$ cat src/rtl/simon_data_in_bs.sv
// Byte-serial SIMON packet receiver.
// Parses header/count/payload of key and data packets arriving one byte per
// cycle, assembles N-bit words and hands keys and data blocks to the cores
// through four-phase newX/loadX handshakes. Reports framing, type and
// sequence errors as single-cycle pulses.
module simon_data_in_bs #(
    parameter int N   = 16,
    parameter int M   = 4,
    parameter int BPP = 2
) (
    input  logic             clk,
    input  logic             R,
    input  logic [7:0]       in_byte,
    input  logic             in_valid,
    input  logic             in_first,
    output logic             in_ready,
    output logic             newKEY,
    input  logic             loadKEY,
    output logic [M*N-1:0]   KEY,
    output logic             newDATA,
    input  logic             loadDATA,
    output logic [2*N-1:0]   inDATA,
    output logic             modeDEC,
    output logic [7:0]       infoIN,
    output logic [7:0]       countIN,
    output logic             in_donePKT,
    output logic             errPKT,
    output logic [1:0]       errCODE
);

    localparam int KW = M * N;            // key payload bits
    localparam int DW = BPP * 2 * N;      // data payload bits
    localparam int PW = (KW > DW) ? KW : DW;
    localparam logic [5:0] KLAST    = 6'(KW / 8 - 1);
    localparam logic [5:0] DLAST    = 6'(DW / 8 - 1);
    localparam logic [1:0] BLK_LAST = 2'(BPP - 1);

    localparam logic [1:0] T_KEY = 2'b01;

    localparam logic [1:0] E_FRAME = 2'b01;
    localparam logic [1:0] E_TYPE  = 2'b10;
    localparam logic [1:0] E_SEQ   = 2'b11;

    typedef enum logic [2:0] {
        S_HDR, S_CNT, S_PAY, S_KHS, S_DHS, S_SKIP
    } state_t;

    // Handshake sub-phases: raise newX, wait loadX high, drop newX one
    // cycle later, wait loadX low.
    typedef enum logic [1:0] {
        H_SET, H_HI, H_DROP, H_LO
    } hs_t;

    state_t          r_state;
    hs_t             r_hs;
    logic            r_ready;
    logic [5:0]      r_cnt;
    logic [1:0]      r_blk;
    logic [7:0]      r_seq;
    logic [7:0]      r_info;
    logic [7:0]      r_count;
    logic [PW-1:0]   r_pay;
    logic [KW-1:0]   r_key;
    logic [2*N-1:0]  r_indata;
    logic            r_newkey;
    logic            r_newdata;
    logic            r_mode;
    logic            r_done;
    logic            r_err;
    logic [1:0]      r_code;

    logic            w_acc;
    logic            w_take_hdr;
    logic            w_last;
    logic [PW-1:0]   w_shift;

    assign w_acc      = in_valid && r_ready;
    // Any accepted byte flagged first starts a new packet, whatever state
    // the parser is in (bytes are never accepted during handshakes).
    assign w_take_hdr = w_acc && in_first;
    assign w_last     = (r_info[7:6] == T_KEY) ? (r_cnt == KLAST) : (r_cnt == DLAST);
    assign w_shift    = {r_pay[PW-9:0], in_byte};

    // Payload buffer: bytes shift in MSB-first; during data handshakes the
    // next block is shifted up into the top block position.
    always_ff @(posedge clk) begin
        if (r_state == S_PAY && w_acc && !in_first)
            r_pay <= w_shift;
        else if (r_state == S_DHS && r_hs == H_SET)
            r_pay <= r_pay << (2 * N);
    end

    // Packet parser FSM with registered outputs.
    always_ff @(posedge clk) begin
        if (R) begin
            r_state   <= S_HDR;
            r_hs      <= H_SET;
            r_ready   <= 1'b0;
            r_cnt     <= '0;
            r_blk     <= '0;
            r_seq     <= '0;
            r_info    <= '0;
            r_count   <= '0;
            r_key     <= '0;
            r_indata  <= '0;
            r_newkey  <= 1'b0;
            r_newdata <= 1'b0;
            r_mode    <= 1'b0;
            r_done    <= 1'b0;
            r_err     <= 1'b0;
            r_code    <= '0;
        end else begin
            r_done <= 1'b0;
            r_err  <= 1'b0;
            if (r_state != S_KHS && r_state != S_DHS)
                r_ready <= 1'b1;

            if (w_take_hdr) begin
                r_info <= in_byte;
                r_cnt  <= '0;
                if (r_state == S_CNT || r_state == S_PAY) begin
                    r_err  <= 1'b1;
                    r_code <= E_FRAME;
                end else if (in_byte[7:6] == 2'b00) begin
                    r_err  <= 1'b1;
                    r_code <= E_TYPE;
                end
                r_state <= (in_byte[7:6] == 2'b00) ? S_SKIP : S_CNT;
            end else begin
                case (r_state)
                    S_CNT: begin
                        if (w_acc) begin
                            r_count <= in_byte;
                            r_cnt   <= '0;
                            if (r_info[7:6] != T_KEY && in_byte != r_seq) begin
                                r_err   <= 1'b1;
                                r_code  <= E_SEQ;
                                r_state <= S_SKIP;
                            end else begin
                                r_state <= S_PAY;
                            end
                        end
                    end
                    S_PAY: begin
                        if (w_acc) begin
                            r_cnt <= r_cnt + 6'd1;
                            if (w_last) begin
                                r_ready <= 1'b0;
                                r_hs    <= H_SET;
                                r_blk   <= '0;
                                if (r_info[7:6] == T_KEY) begin
                                    r_key   <= w_shift[KW-1:0];
                                    r_state <= S_KHS;
                                end else begin
                                    r_state <= S_DHS;
                                end
                            end
                        end
                    end
                    S_KHS: begin
                        case (r_hs)
                            H_SET: begin
                                r_newkey <= 1'b1;
                                r_hs     <= H_HI;
                            end
                            H_HI: if (loadKEY) r_hs <= H_DROP;
                            H_DROP: begin
                                r_newkey <= 1'b0;
                                r_hs     <= H_LO;
                            end
                            H_LO: begin
                                if (!loadKEY) begin
                                    r_done  <= 1'b1;
                                    r_ready <= 1'b1;
                                    r_seq   <= '0;
                                    r_state <= S_HDR;
                                end
                            end
                            default: r_hs <= H_SET;
                        endcase
                    end
                    S_DHS: begin
                        case (r_hs)
                            H_SET: begin
                                r_indata  <= r_pay[DW-1 -: 2*N];
                                r_mode    <= r_info[6];
                                r_newdata <= 1'b1;
                                r_hs      <= H_HI;
                            end
                            H_HI: if (loadDATA) r_hs <= H_DROP;
                            H_DROP: begin
                                r_newdata <= 1'b0;
                                r_hs      <= H_LO;
                            end
                            H_LO: begin
                                if (!loadDATA) begin
                                    r_hs <= H_SET;
                                    if (r_blk == BLK_LAST) begin
                                        r_done  <= 1'b1;
                                        r_ready <= 1'b1;
                                        r_seq   <= r_seq + 8'd1;
                                        r_state <= S_HDR;
                                    end else begin
                                        r_blk <= r_blk + 2'd1;
                                    end
                                end
                            end
                            default: r_hs <= H_SET;
                        endcase
                    end
                    default: ;   // HDR and SKIP only react to a first byte
                endcase
            end
        end
    end

    assign in_ready   = r_ready;
    assign newKEY     = r_newkey;
    assign KEY        = r_key;
    assign newDATA    = r_newdata;
    assign inDATA     = r_indata;
    assign modeDEC    = r_mode;
    assign infoIN     = r_info;
    assign countIN    = r_count;
    assign in_donePKT = r_done;
    assign errPKT     = r_err;
    assign errCODE    = r_code;

endmodule
$ cat config.mk
export PLATFORM = sky130hd
export DESIGN_NAME = simon_data_in_bs
export DESIGN_NICKNAME = d
export VERILOG_FILES = /design/src/rtl/simon_data_in_bs.sv
export SDC_FILE = /design/constraint.sdc
export NUM_CORES = 1
export LEC_CHECK = 0
export ABC_AREA = 1
export CAP_MARGIN = 20
export CELL_PAD_IN_SITES_DETAIL_PLACEMENT = 2
export CELL_PAD_IN_SITES_GLOBAL_PLACEMENT = 2
export CORE_UTILIZATION = 29
export CTS_CLUSTER_DIAMETER = 200
export DETAILED_ROUTE_END_ITERATION = 10
export PLACE_DENSITY = 0.77
export SLEW_MARGIN = 20
export SYNTH_ARGS = -nofsm -noshare
export SYNTH_HDL_FRONTEND = slang
export SYNTH_SLANG_ARGS = --single-unit
$ cat constraint.sdc
create_clock -name clk -period 6.14 [get_ports clk]
set_input_delay 1.228 -clock clk [delete_from_list [all_inputs] [get_ports clk]]
set_output_delay 1.228 -clock clk [all_outputs]
set_load 0.01 [all_outputs]
==> results of run 1 <==
-- layout make-up --
cell class              instances  area [um2]
clock buffers                  38       733.2
clock inverters                 6       43.79
fillers                      3151       17270
inverters                     133       499.2
multi-input cells             573        2764
flip-flops and latches        205        4745
well taps                     378       473.0
repair buffers                142        1411
-- synthesized netlist by cell type, drive strengths merged --
cell type    n
or2          3
nand4        6
nand3       20
clkbuf      23
edfxtp      64
o21bai       1
dfxtp      141
a311oi       1
xnor2       10
nand2      119
inv        133
ha           8
a21oi       99
nor2       139
a31oi        3
buf         26
nor3         6
nor4         1
a22oi        1
a211oi       3
o21ai      153
-- critical path: stages --
cell             delay, ps
clkdlybuf4s50_1        450
nand2_1                160
nor2_1                 150
inv_1                  100
nor2_4                  90
buf_4                  460
inv_1                  180
o21ai_4                 80
buf_4                  680
-- state kept, by name, summed over array words and instances, names as in the netlist --
register / count
KEY: 64
countIN: 8
errCODE: 2
errPKT: 1
inDATA: 32
in_donePKT: 1
in_ready: 1
infoIN: 8
modeDEC: 1
newDATA: 1
newKEY: 1
r_blk: 2
r_cnt: 6
r_hs: 2
r_pay: 64
r_seq: 8
r_state: 3
-- metal layers --
metal  track usage [%]  routed length [um]
met1             22.47               11540
met2             31.73               12700
met3             3.377                1242
met4             4.464                 441
met5                 0                   0
-- kinds of logic (layout without fill, tap and decap cells) --
group | after synthesis | count (layout) | synth area share [%]
simple gates | 294 | 294 | 14.89
xor+xnor | 10 | 10 | 1.059
compound gates | 261 | 261 | 16.04
fa+ha+maj | 8 | 8 | 1.210
buf+inv | 182 | 319 | 9.440
flops | 205 | 205 | 57.37
-- final timing paths --
kind	end	slack, ps
worst max register to register	r_pay[38]	3460
worst min-delay path	KEY[20]	440
worst max-delay path	r_pay[38]	2660
worst min register to register	KEY[20]	440
-- stage by stage --
step                      hold WS [ps]  cell area (um2)  cells  utilization, %  setup slack (ps)
after floorplan                  422.4             8270    960               -             359.2
after global placement           432.7             9889   1431           35.40              2175
after detailed placement         442.5             9889   1431           35.40              2152
after CTS                        451.8            10670   1475           38.18              2665
after global routing             467.4            10670   1475           38.19              2488
final                            445.0            10670   1475           38.19              2660
-- placed cells by master, fill, tap and decap left out, types with 2 or more instances in the layout --
master / Yosys / final
dfxtp_1: 141 / 141
o21ai_0: 142 / 141
clkdlybuf4s50_1: 0 / 133
nor2_1: 131 / 130
inv_1: 126 / 125
nand2_1: 115 / 115
a21oi_1: 99 / 99
edfxtp_1: 64 / 64
clkbuf_16: 0 / 24
nand3_1: 19 / 19
o21ai_1: 11 / 11
xnor2_1: 10 / 10
inv_2: 7 / 8
ha_1: 8 / 8
clkbuf_8: 0 / 8
buf_4: 1 / 8
nor2_2: 7 / 7
clkbuf_1: 23 / 6
nand4_1: 5 / 5
nor3_1: 4 / 4
clkinv_2: 0 / 4
nand2_2: 3 / 3
or2_2: 3 / 3
a31oi_1: 3 / 3
a211oi_1: 3 / 3
nor2_4: 1 / 2
nor3_2: 2 / 2
-- report_power, final --
part	total, W	switching [W]	leakage [nW]	internal (W)
Sequential	0.00186	0.000181	1.74	0.00168
Clock	0.00139	0.000569	0.383	0.000818
Combinational	0.000826	0.000514	1.74	0.000312
==> impl_metrics.yaml, run 1 <==
status:
  status: "finished, final reports clean"
routing:
  antenna_left: 0
  firstDrtPassIters: 4
  wl_um: 25920
  viasPerCell: 4.736
  drc: 0
  num_vias: 6986
  avgRoutedWirePerCell_um: 17.57
  drtIter0Drc: 364
clock_tree:
  postCtsSetupRepairBufs: 0
  cts_root_buf: "clkbuf_16"
  post_cts_resized: 0
  clk_transition_reported_paths_ps: 60
  cts_hold_buf: 0
  cts_num_sinks: 205
  clock_path_buffers: 3
  htree_levels: 1
  cts_buffers: 24
  cts_tree: "built"
  clk_latency_ps: 530
global_routing:
  track_usage_pct: 17.98
  grt_remaining_overflow: 0
  grt_pass1_vias: 7441
  antenna_found_initial: 0
  grt_first_pass_wirelength_um: 41010
  grt_max_degree: 81
floorplan:
  pin_count: 134
  initial_core_util_pct: 29.61
  die_area_um2: 29200
  rows: 61
  die_y_um: 170.9
  coreArea_um2: 27930
  die_w_um: 170.9
cells_and_area:
  area_growth_pct: 29.00
  drive_gt1_share_pct: 6.928
  layout.nets: 1101
  antenna_cells: 0
worst_hold_path:
  min_from: "KEY[20]"
  hold_depth: 2
  hp-class: "reg -> reg"
sta:
  worst_pin_slew_ps: 839.4
  hold_viol: 0
  max_freq_ghz: 0.2873
  fin_crit_ps: 3480
  final-setup-viol-count: 0
  fin_skew_ps: 19.10
  fin_crit_sh_pct: 56.68
  rsz0062_at_grt: "no"
  slew_headroom_pct: 44.04
  slew_viol_final: 0
  setup_tns_ps: 0
synth:
  yosysTopAreaCell: "dfxtp_1"
  avgSynthCellArea_um2: 8.615
  synth_top_cell_area_share_pct: 34.13
  synth-seq-area-share_pct: 57.37
  synth-warning-count: 0
  synthTopCellsByArea: "dfxtp_1 34%, edfxtp_1 23%, o21ai_0 8.6%, a21oi_1 6.0%, nor2_1 5.9%"
  syn_inst: 960
  synth.distinct_cells: 32
  synth_area_um2: 8270
  ys_seq_elements: 205
  synth.net_count: 982
setup_path:
  critPathLaunchType: "primary input"
  reg2reg_from: "in_ready"
  crit_fanout: 64
  cp_data_arrival_time_ps: 3630
  critPathKind: "in -> reg"
  crit_start: "in_valid"
  r2r.worst_path.cells: 8
  crit_path_end_kind: "flip-flop"
  required_ps: 6290
placement:
  dp_hpwl_um: 18090
  routabilityCongestion: 0.8074
  port_buffers: 133
power:
  finalPower_w: 0.004074
  p_per_area_nw_per_um2: 381.8
  p_leak_nw: 3.860
  vdd_ir_drop_max_mv: 0.1717
run:
  max_cap_violations: 0
No activity file was read; power rests on OpenSTA's default activity.
==> run 2, diff against run 1 <==
Clock period 6.14 ns to 3 ns, I/O delays scaled along.
==> run 2 against run 1 <==
  * Via count is 0.47% lower
  * First-iteration DRC count shrank 15%
  * Clock-buffer cell count shrank 4
  * Worst setup slack got worse by 1900 ps
  * Flip-flop and latch count stayed put
  * Global-route usage grew 0.070 points
==> impl_metrics.yaml, run 2 (synthesized netlist as in run 1, its figures left out) <==
setup_path:
  critPathKind: "reg -> reg"
  r2r_setup_slack_ps: 740
  required_ps: 3390
  critPathMaxStageDelay_ps: 500
  crit_chain: "ha_1, nand2_1, nor2_1, nand4_1, buf_12, o21ai_0, a21oi_1"
  crit_slowest_cell: "nand4_1"
  r2r.worst_path.cells: 7
  critPathLaunchType: "flip-flop"
  crit_path_end_kind: "flip-flop"
  crit_family: "simple AND/OR/NAND/NOR gates"
  path_buf_inv: 1
  reg2reg_to: "KEY[42]"
  crit_fanout: 57
  reg2reg_from: "r_cnt[0]"
  cp_data_arrival_time_ps: 2650
floorplan:
  initial_core_util_pct: 29.61
  pin_count: 134
  die_area_um2: 29200
  coreArea_um2: 27930
  rows: 61
  die_w_um: 170.9
  die_y_um: 170.9
routing:
  drtIter0Drc: 311
  antenna_left: 0
  drc: 0
  avgRoutedWirePerCell_um: 17.51
  num_vias: 6953
  wl_um: 25930
  firstDrtPassIters: 4
  viasPerCell: 4.695
cells_and_area:
  layout.nets: 1107
  ff_latch_area_um2: 4745
  area_growth_pct: 29.61
  nFillCells: 3138
  final_cell_mix: "141 x dfxtp_1, 141 x o21ai_0, 133 x clkdlybuf4s50_1"
  multi_input_area_um2: 2761
  antenna_cells: 0
  drive_gt1_share_pct: 7.162
power:
  vdd_ir_drop_max_mv: 0.3549
  finalPower_w: 0.008278
  p_leak_nw: 3.882
  p_per_area_nw_per_um2: 772.3
sta:
  max_freq_ghz: 0.4425
  rsz0062_at_grt: "no"
  slew_viol_final: 0
  slew_headroom_pct: 63.69
  fin_skew_ps: 13.74
  setup_tns_ps: 0
  fin_crit_sh_pct: 75.33
  worst_pin_slew_ps: 543.0
  final-setup-viol-count: 0
  fin_crit_ps: 2260
  hold_viol: 0
worst_hold_path:
  min_from: "KEY[46]"
  hp-class: "reg -> reg"
  hold_depth: 2
  hold_end: "KEY[46]"
clock_tree:
  cts_tree: "built"
  clk_latency_ps: 520
  cts_buffers: 25
  htree_levels: 1
  clk_transition_reported_paths_ps: 60
  clock_path_buffers: 3
  cts_hold_buf: 0
  post_cts_resized: 0
  postCtsSetupRepairBufs: 0
  cts_num_sinks: 205
  cts_root_buf: "clkbuf_16"
global_routing:
  use_met3_pct: 3.886
  grt_remaining_overflow: 0
  track_usage_pct: 18.05
  grt_first_pass_wirelength_um: 41060
  gr-usage-met1_pct: 22.33
  gr-max-usage-layer: "met2"
  grt_max_degree: 118
  grt_pass1_vias: 7458
  globalRouteMet2Util_pct: 31.80
  antenna_found_initial: 0
placement:
  port_buffers: 133
  routabilityCongestion: 0.7852
  dp_hpwl_um: 18060
run:
  max_cap_violations: 0
status:
  status: "finished, final reports clean"
-- run 2: per-stage QoR --
stage	hold WS (ps)	cells	area, um2	setup WS [ps]	utilization, %
floorplan	422.4	960	8274	188.9	-
global placement	433.0	1436	9977	301.7	35.72
detailed placement	441.8	1436	9977	290.0	35.72
CTS	450.3	1481	10720	691.8	38.37
global route	461.3	1481	10720	469.3	38.37
finish	446.5	1481	10720	740.2	38.37
-- run 2: worst max-delay path by stage --
stage	startpoint	end	slack (ps)	cells past startpoint
CTS	r_cnt[0]	KEY[42]	690	7
detailed placement	in_valid	KEY[40]	290	9
finish	r_cnt[0]	KEY[42]	740	7
global route	r_cnt[0]	KEY[23]	470	7
floorplan	r_state[0]	r_pay[0]	190	4
global placement	in_valid	KEY[44]	300	9
-- run 2: layer usage --
layer	vias up	wire (um)
li1	3370	-
met5	-	0
met3	30	1447
met4	0	530
met2	137	12730
met1	3416	11220
-- run 2: layout make-up --
class | instances | share of cell area, %
clock buffer | 34 | 6.338
clock inverter | 11 | 0.5836
inverter | 133 | 4.657
multi-input combinational | 573 | 25.76
sequential | 205 | 44.26
tap | 378 | 4.412
timing repair buffer | 147 | 13.98
-- run 2: power breakdown --
part           switching, W  internal [W]  leakage [nW]  total, W
registers          0.000381       0.00343          1.74   0.00381
clock network       0.00118       0.00158         0.364   0.00276
logic               0.00103      0.000672          1.78   0.00171
-- run 2: worst min-delay path, cell delays in order (launching register included) --
cell and delay [ps]:
dfxtp_1 300, inv_1 50, a21oi_1 50
